### config.mk
export PLATFORM = sky130hd
export DESIGN_NAME = class_descriptor_reader
export DESIGN_NICKNAME = d
export VERILOG_FILES = /design/src/rtl/class_descriptor_reader.sv
export SDC_FILE = /design/constraint.sdc
export NUM_CORES = 2
export LEC_CHECK = 0
export ABC_AREA = 1
export BUFFER_PORTS_ARGS = -buffer_cell sky130_fd_sc_hd__buf_2
export CORE_UTILIZATION = 60
export DETAILED_ROUTE_END_ITERATION = 10
export PLACE_DENSITY = 0.77
export RECOVER_POWER = 25
export SETUP_SLACK_MARGIN = 0.02
export SYNTH_ARGS = -nofsm -noshare
export SYNTH_HDL_FRONTEND = slang
export SYNTH_SLANG_ARGS = --single-unit
### constraint.sdc
create_clock -name clk -period 2.4 [get_ports clk]
set_input_delay 0 -clock clk [delete_from_list [all_inputs] [get_ports clk]]
set_output_delay 0 -clock clk [all_outputs]
set_load 0.01 [all_outputs]
### src/rtl/class_descriptor_reader.sv
// Class descriptor table with a query port that streams one class's
// header beat followed by its field-name tokens over a valid/ready link.
module class_descriptor_reader #(
  parameter int NUM_CLASSES = 4,
  parameter int MAX_FIELDS  = 8,
  parameter int NAME_W      = 32
) (
  input  logic              clk,
  input  logic              rst_n,
  input  logic              wr_en,
  input  logic [7:0]        wr_class,
  input  logic [7:0]        wr_field,
  input  logic [NAME_W-1:0] wr_name,
  input  logic              cnt_wr_en,
  input  logic [7:0]        cnt_wr_val,
  input  logic              q_valid,
  output logic              q_ready,
  input  logic [7:0]        q_class,
  output logic              r_valid,
  input  logic              r_ready,
  output logic              r_kind,
  output logic [NAME_W-1:0] r_data,
  output logic              r_last,
  output logic              r_error
);

  localparam int CW = (NUM_CLASSES > 1) ? $clog2(NUM_CLASSES) : 1;
  localparam int FW = (MAX_FIELDS > 1) ? $clog2(MAX_FIELDS) : 1;
  localparam logic [7:0] NC8 = 8'(NUM_CLASSES);
  localparam logic [7:0] MF8 = 8'(MAX_FIELDS);
  localparam logic [FW-1:0] F0 = '0;

  typedef enum logic [1:0] {
    S_IDLE,
    S_HEADER,
    S_FIELDS
  } state_t;

  state_t r_state, w_state_nx;

  logic [7:0]        r_count [NUM_CLASSES];
  logic [NAME_W-1:0] r_name  [NUM_CLASSES][MAX_FIELDS];

  logic [CW-1:0]     r_cls, w_cls_nx;
  logic [7:0]        r_cnt, w_cnt_nx;
  logic [7:0]        r_idx, w_idx_nx;
  logic              r_vld, w_vld_nx;
  logic              r_knd, w_knd_nx;
  logic              r_lst, w_lst_nx;
  logic              r_err, w_err_nx;
  logic [NAME_W-1:0] r_dat, w_dat_nx;

  logic [CW-1:0] w_wc;
  logic [FW-1:0] w_wf;
  logic [CW-1:0] w_qc;
  logic [7:0]    w_nx_idx;
  logic [7:0]    w_sat;
  logic          w_wr_ok;
  logic          w_cnt_ok;
  logic          w_q_ok;

  assign w_wc     = wr_class[CW-1:0];
  assign w_wf     = wr_field[FW-1:0];
  assign w_qc     = q_class[CW-1:0];
  assign w_nx_idx = r_idx + 8'd1;
  assign w_sat    = (cnt_wr_val > MF8) ? MF8 : cnt_wr_val;
  assign w_wr_ok  = (wr_class < NC8) && (wr_field < MF8);
  assign w_cnt_ok = (wr_class < NC8);
  assign w_q_ok   = (q_class < NC8);

  always_comb begin
    w_state_nx = r_state;
    w_cls_nx   = r_cls;
    w_cnt_nx   = r_cnt;
    w_idx_nx   = r_idx;
    w_vld_nx   = r_vld;
    w_knd_nx   = r_knd;
    w_lst_nx   = r_lst;
    w_err_nx   = r_err;
    w_dat_nx   = r_dat;
    unique case (r_state)
      S_IDLE: begin
        if (q_valid) begin
          w_state_nx = S_HEADER;
          w_vld_nx   = 1'b1;
          w_knd_nx   = 1'b0;
          w_idx_nx   = 8'd0;
          if (w_q_ok) begin
            w_cls_nx = w_qc;
            w_cnt_nx = r_count[w_qc];
            w_dat_nx = NAME_W'(r_count[w_qc]);
            w_lst_nx = (r_count[w_qc] == 8'd0);
            w_err_nx = 1'b0;
          end else begin
            w_cls_nx = '0;
            w_cnt_nx = 8'd0;
            w_dat_nx = '0;
            w_lst_nx = 1'b1;
            w_err_nx = 1'b1;
          end
        end
      end
      S_HEADER, S_FIELDS: begin
        if (r_ready) begin
          if (r_lst) begin
            w_state_nx = S_IDLE;
            w_vld_nx   = 1'b0;
            w_knd_nx   = 1'b0;
            w_lst_nx   = 1'b0;
            w_err_nx   = 1'b0;
            w_dat_nx   = '0;
          end else if (r_state == S_HEADER) begin
            w_state_nx = S_FIELDS;
            w_knd_nx   = 1'b1;
            w_err_nx   = 1'b0;
            w_idx_nx   = 8'd0;
            w_dat_nx   = r_name[r_cls][F0];
            w_lst_nx   = (r_cnt == 8'd1);
          end else begin
            w_idx_nx = w_nx_idx;
            w_dat_nx = r_name[r_cls][w_nx_idx[FW-1:0]];
            w_lst_nx = (w_nx_idx == r_cnt - 8'd1);
          end
        end
      end
      default: w_state_nx = S_IDLE;
    endcase
  end

  // Table updates sit beside the stream regs so reads above see old data
  always_ff @(posedge clk) begin
    if (!rst_n) begin
      r_state <= S_IDLE;
      r_cls   <= '0;
      r_cnt   <= 8'd0;
      r_idx   <= 8'd0;
      r_vld   <= 1'b0;
      r_knd   <= 1'b0;
      r_lst   <= 1'b0;
      r_err   <= 1'b0;
      r_dat   <= '0;
      for (int c = 0; c < NUM_CLASSES; c++) begin
        r_count[c] <= 8'd0;
        for (int f = 0; f < MAX_FIELDS; f++) r_name[c][f] <= '0;
      end
    end else begin
      r_state <= w_state_nx;
      r_cls   <= w_cls_nx;
      r_cnt   <= w_cnt_nx;
      r_idx   <= w_idx_nx;
      r_vld   <= w_vld_nx;
      r_knd   <= w_knd_nx;
      r_lst   <= w_lst_nx;
      r_err   <= w_err_nx;
      r_dat   <= w_dat_nx;
      if (wr_en && w_wr_ok) r_name[w_wc][w_wf] <= wr_name;
      if (cnt_wr_en && w_cnt_ok) r_count[w_wc] <= w_sat;
    end
  end

  assign q_ready = (r_state == S_IDLE);
  assign r_valid = r_vld;
  assign r_kind  = r_knd;
  assign r_data  = r_dat;
  assign r_last  = r_lst;
  assign r_error = r_err;

endmodule

==> impl_results.md <==
- Outcome: finished clean
- Max Root-Sink Buffers: 3
- Clock buffer count from CTS: 110
- Final ANT Viol Nets: 0
- Fin nets: 5206
- Post-synth EDFFs: 1056
- Worst Max-Slew Pin Slew: 1.20 ns
- Grt total ovfl: 0
- Post-CTS setup buffers: 0
- Met3 global-route usage: 0.0586
- Fin Clk Skew: 0.0112 ns
- Headroom to the max-slew limit: 0.203
- Root Driver: clkbuf_16
- Post-Syn Instances: 5078
- GR Util met2: 0.509
- Die X: 291 um
- CP Launch Type: register
- Maxcap violations: 0
- Top FF cell, synth: edfxtp_1
- Synth warn: 0
- Yosys cell types: 36
- Most used cell, CP: nand3_1
- Async S/R FF share, synth: 0
- Fillcell total: 6104
- Clock-pin slew on the worst setup and hold paths: 0.06 ns
- CP endpoint kind: register
- Hold depth: 5
- Crit-path max cell delay: 0.37 ns
- HPWL after DPL: 82800 um
- Setup TNS: 0 ns
- Vias/cell: 6.09
- P_leak: 21.0 nW
- Slowest-stage cell, CP: dfxtp_4
- Final WS setup: 0.110 ns
- Ranking of synthesized cells by area: edfxtp_1 63%, nor2_1 13%, nand2_1 4.0%
- Total chip power: 52.4 mW
- Port bufs: 106
- Fmax: 0.437 GHz
- Yosys reg bits: 1114
- Initial antenna violation count: 1
- Worst Path Buf+Inv: 3
- Die height: 291 um
- I/O pin cnt: 107
- Final setup violation count: 0
- Hold crit path type: input port to register
- Yosys top cell area share: 0.633
- GRT met1 Usage: 0.427
- Row count: 105
- Via count: 38300
- RD Place Congestion: 0.893
- Die footprint: 84700 um^2
- Worst skew pair latency: 0.69 ns
- Diodes inserted: 0
- Worst-case vdd ir drop: 0.000665 V
- Worst-case reg-to-reg path depth: 9
- Stages on worst setup path: 9
- Most Crowded Layer GR: met2
- Synth top cells by count: 1712 x nor2_1, 1056 x edfxtp_1, 529 x nand2_1, 384 x o21ai_0, 333 x nand3_1
- Top delay family on crit path: buffers and inverters
- Global Route Usage Sum: 0.316
- Initial DRC count: 5085
- Sink Count: 1114
- Final min period: 2.29 ns
- Total wire length: 136000 um
- CTS H-tree depth: 3
- First-pass GRT wire length: 206000 um
- Critical Path RT: 3.02 ns
- Sequential-to-total area share from yosys stat: 0.656
- Initial Util: 0.609
- DRC Markers: 0
- Crit path cell chain: inv_8 > buf_12 > buf_12 > nor2_1 > o211ai_1 > nand3_1 > nand3_1 > nand3_1 > a21oi_1
- Count leader, synth: nor2_1
- Core ar.: 82400 um^2
- Crit Path Category: register to register
- Period utilization: 0.954
- Final Max Tran Viols: 0
- Pre-CTS setup slack: 0.243 ns
- Area leader, netlist: edfxtp_1
- Pin count of the biggest net entering global routing: 90
- Pwr Density: 933 nW/um^2
- RSZ-0062 raised after global routing: no
- Final Hold Fails: 0
- Mapped Avg Cell Area: 9.87 um^2
- Crit Path Max Fanout: 75
- DRT Pass-1 Iters: 8
- CTS tree: yes
- Wire per inst: 21.6 um
- Synth Cell Area: 50100 um^2
- Vias in the first global route: 36700
- WP data arrival: 2.91 ns
- Layout area overhead: 12.0%
- Layout cell share with drive strength beyond 1: 0.0825
kinds of logic (layout without fill, tap and decap cells):
logic type,Yosys count,count (layout),synth area share
simple gates,2587,2587,0.203
flops,1114,1114,0.656
buf+inv,596,725,0.0529
other cells,1,16,0.0000748
compound gates,772,772,0.0870
xor+xnor,3,3,0.000524
fa+ha+maj,5,5,0.00125
metrics by stage:
stage	std cells	utilization	instance area [um^2]	hold slack (ns)
3_3_place_gp	6037	0.635	52300	0.414
3_5_place_dp	6037	0.635	52300	0.414
5_1_grt	6292	0.681	56100	0.149
6_report	6292	0.681	56100	0.0892
4_1_cts	6292	0.683	56200	0.00612
2_1_floorplan	5093	-	50200	0.206
per-layer routing:
metal | vias up | wire, um
met5 | - | 13
met4 | 2 | 4100
met3 | 347 | 17100
met2 | 2530 | 64300
met1 | 18200 | 50500
li1 | 17300 | -
cell type report:
class                           count  area (um^2)  share of cell area
Clock buffer                      143         2970              0.0529
Clock inverter                     60          483             0.00860
Inverter                          160          616              0.0110
Multi-Input combinational cell   3383        14700               0.262
Sequential cell                  1114        32900               0.586
Tap cell                         1070         1340              0.0239
Timing Repair Buffer              362         3150              0.0561
registers in the layout, indices dropped and copies added (netlist names), named ones only:
register	flops
r_data	32
r_cls	2
r_state	2
r_name	1024
r_error	1
r_count	32
r_valid	1
r_kind	1
r_last	1
r_cnt	8
r_idx	8
worst min-delay path: stages:
cell	delay [ns]
buf_2	0.16
nand2_1	0.10
nor2_1	0.10
nand2_1	0.09
nand2_1	0.13
where the power goes:
| group | leakage, nW | internal [mW] | switching [mW] |
|---|---|---|---|
| Sequential | 10.5 | 22.4 | 0.500 |
| Combinational | 8.84 | 3.95 | 8.83 |
| Clock | 1.69 | 9.43 | 7.28 |
worst paths after layout:
path                             startpoint             to  slack [ns]
worst max-delay path               register      r_data[6]        0.11
worst min-delay path            wr_field[2]  r_name[0][98]        0.09
worst max register to register     register      r_data[6]        0.11
worst min register to register   r_data[29]     r_data[29]        0.46
what timing repair did:
action	4_1_cts	5_1_grt
endpoints found under the hold margin	1093	0
gates resized for setup	0	2
setup endpoints to repair	0	2
hold buffers	52	0
placed cells by master (no fill, tap or decap), types with 21 or more instances in the layout:
master | synthesis | routed
nor2_1 | 1712 | 1710
edfxtp_1 | 1056 | 1056
nand2_1 | 529 | 529
o21ai_0 | 384 | 384
nand3_1 | 333 | 332
o211ai_1 | 171 | 171
inv_1 | 153 | 152
buf_4 | 26 | 121
clkbuf_16 | 0 | 112
a21oi_1 | 104 | 104
o21ai_1 | 74 | 74
clkbuf_1 | 280 | 71
buf_2 | 80 | 67
buf_12 | 1 | 55
dfxtp_1 | 58 | 55
dlygate4sd3_1 | 0 | 52
o22ai_1 | 27 | 27
clkinv_1 | 5 | 27
clkbuf_2 | 0 | 21
No activity file was read; power rests on OpenSTA's default activity.
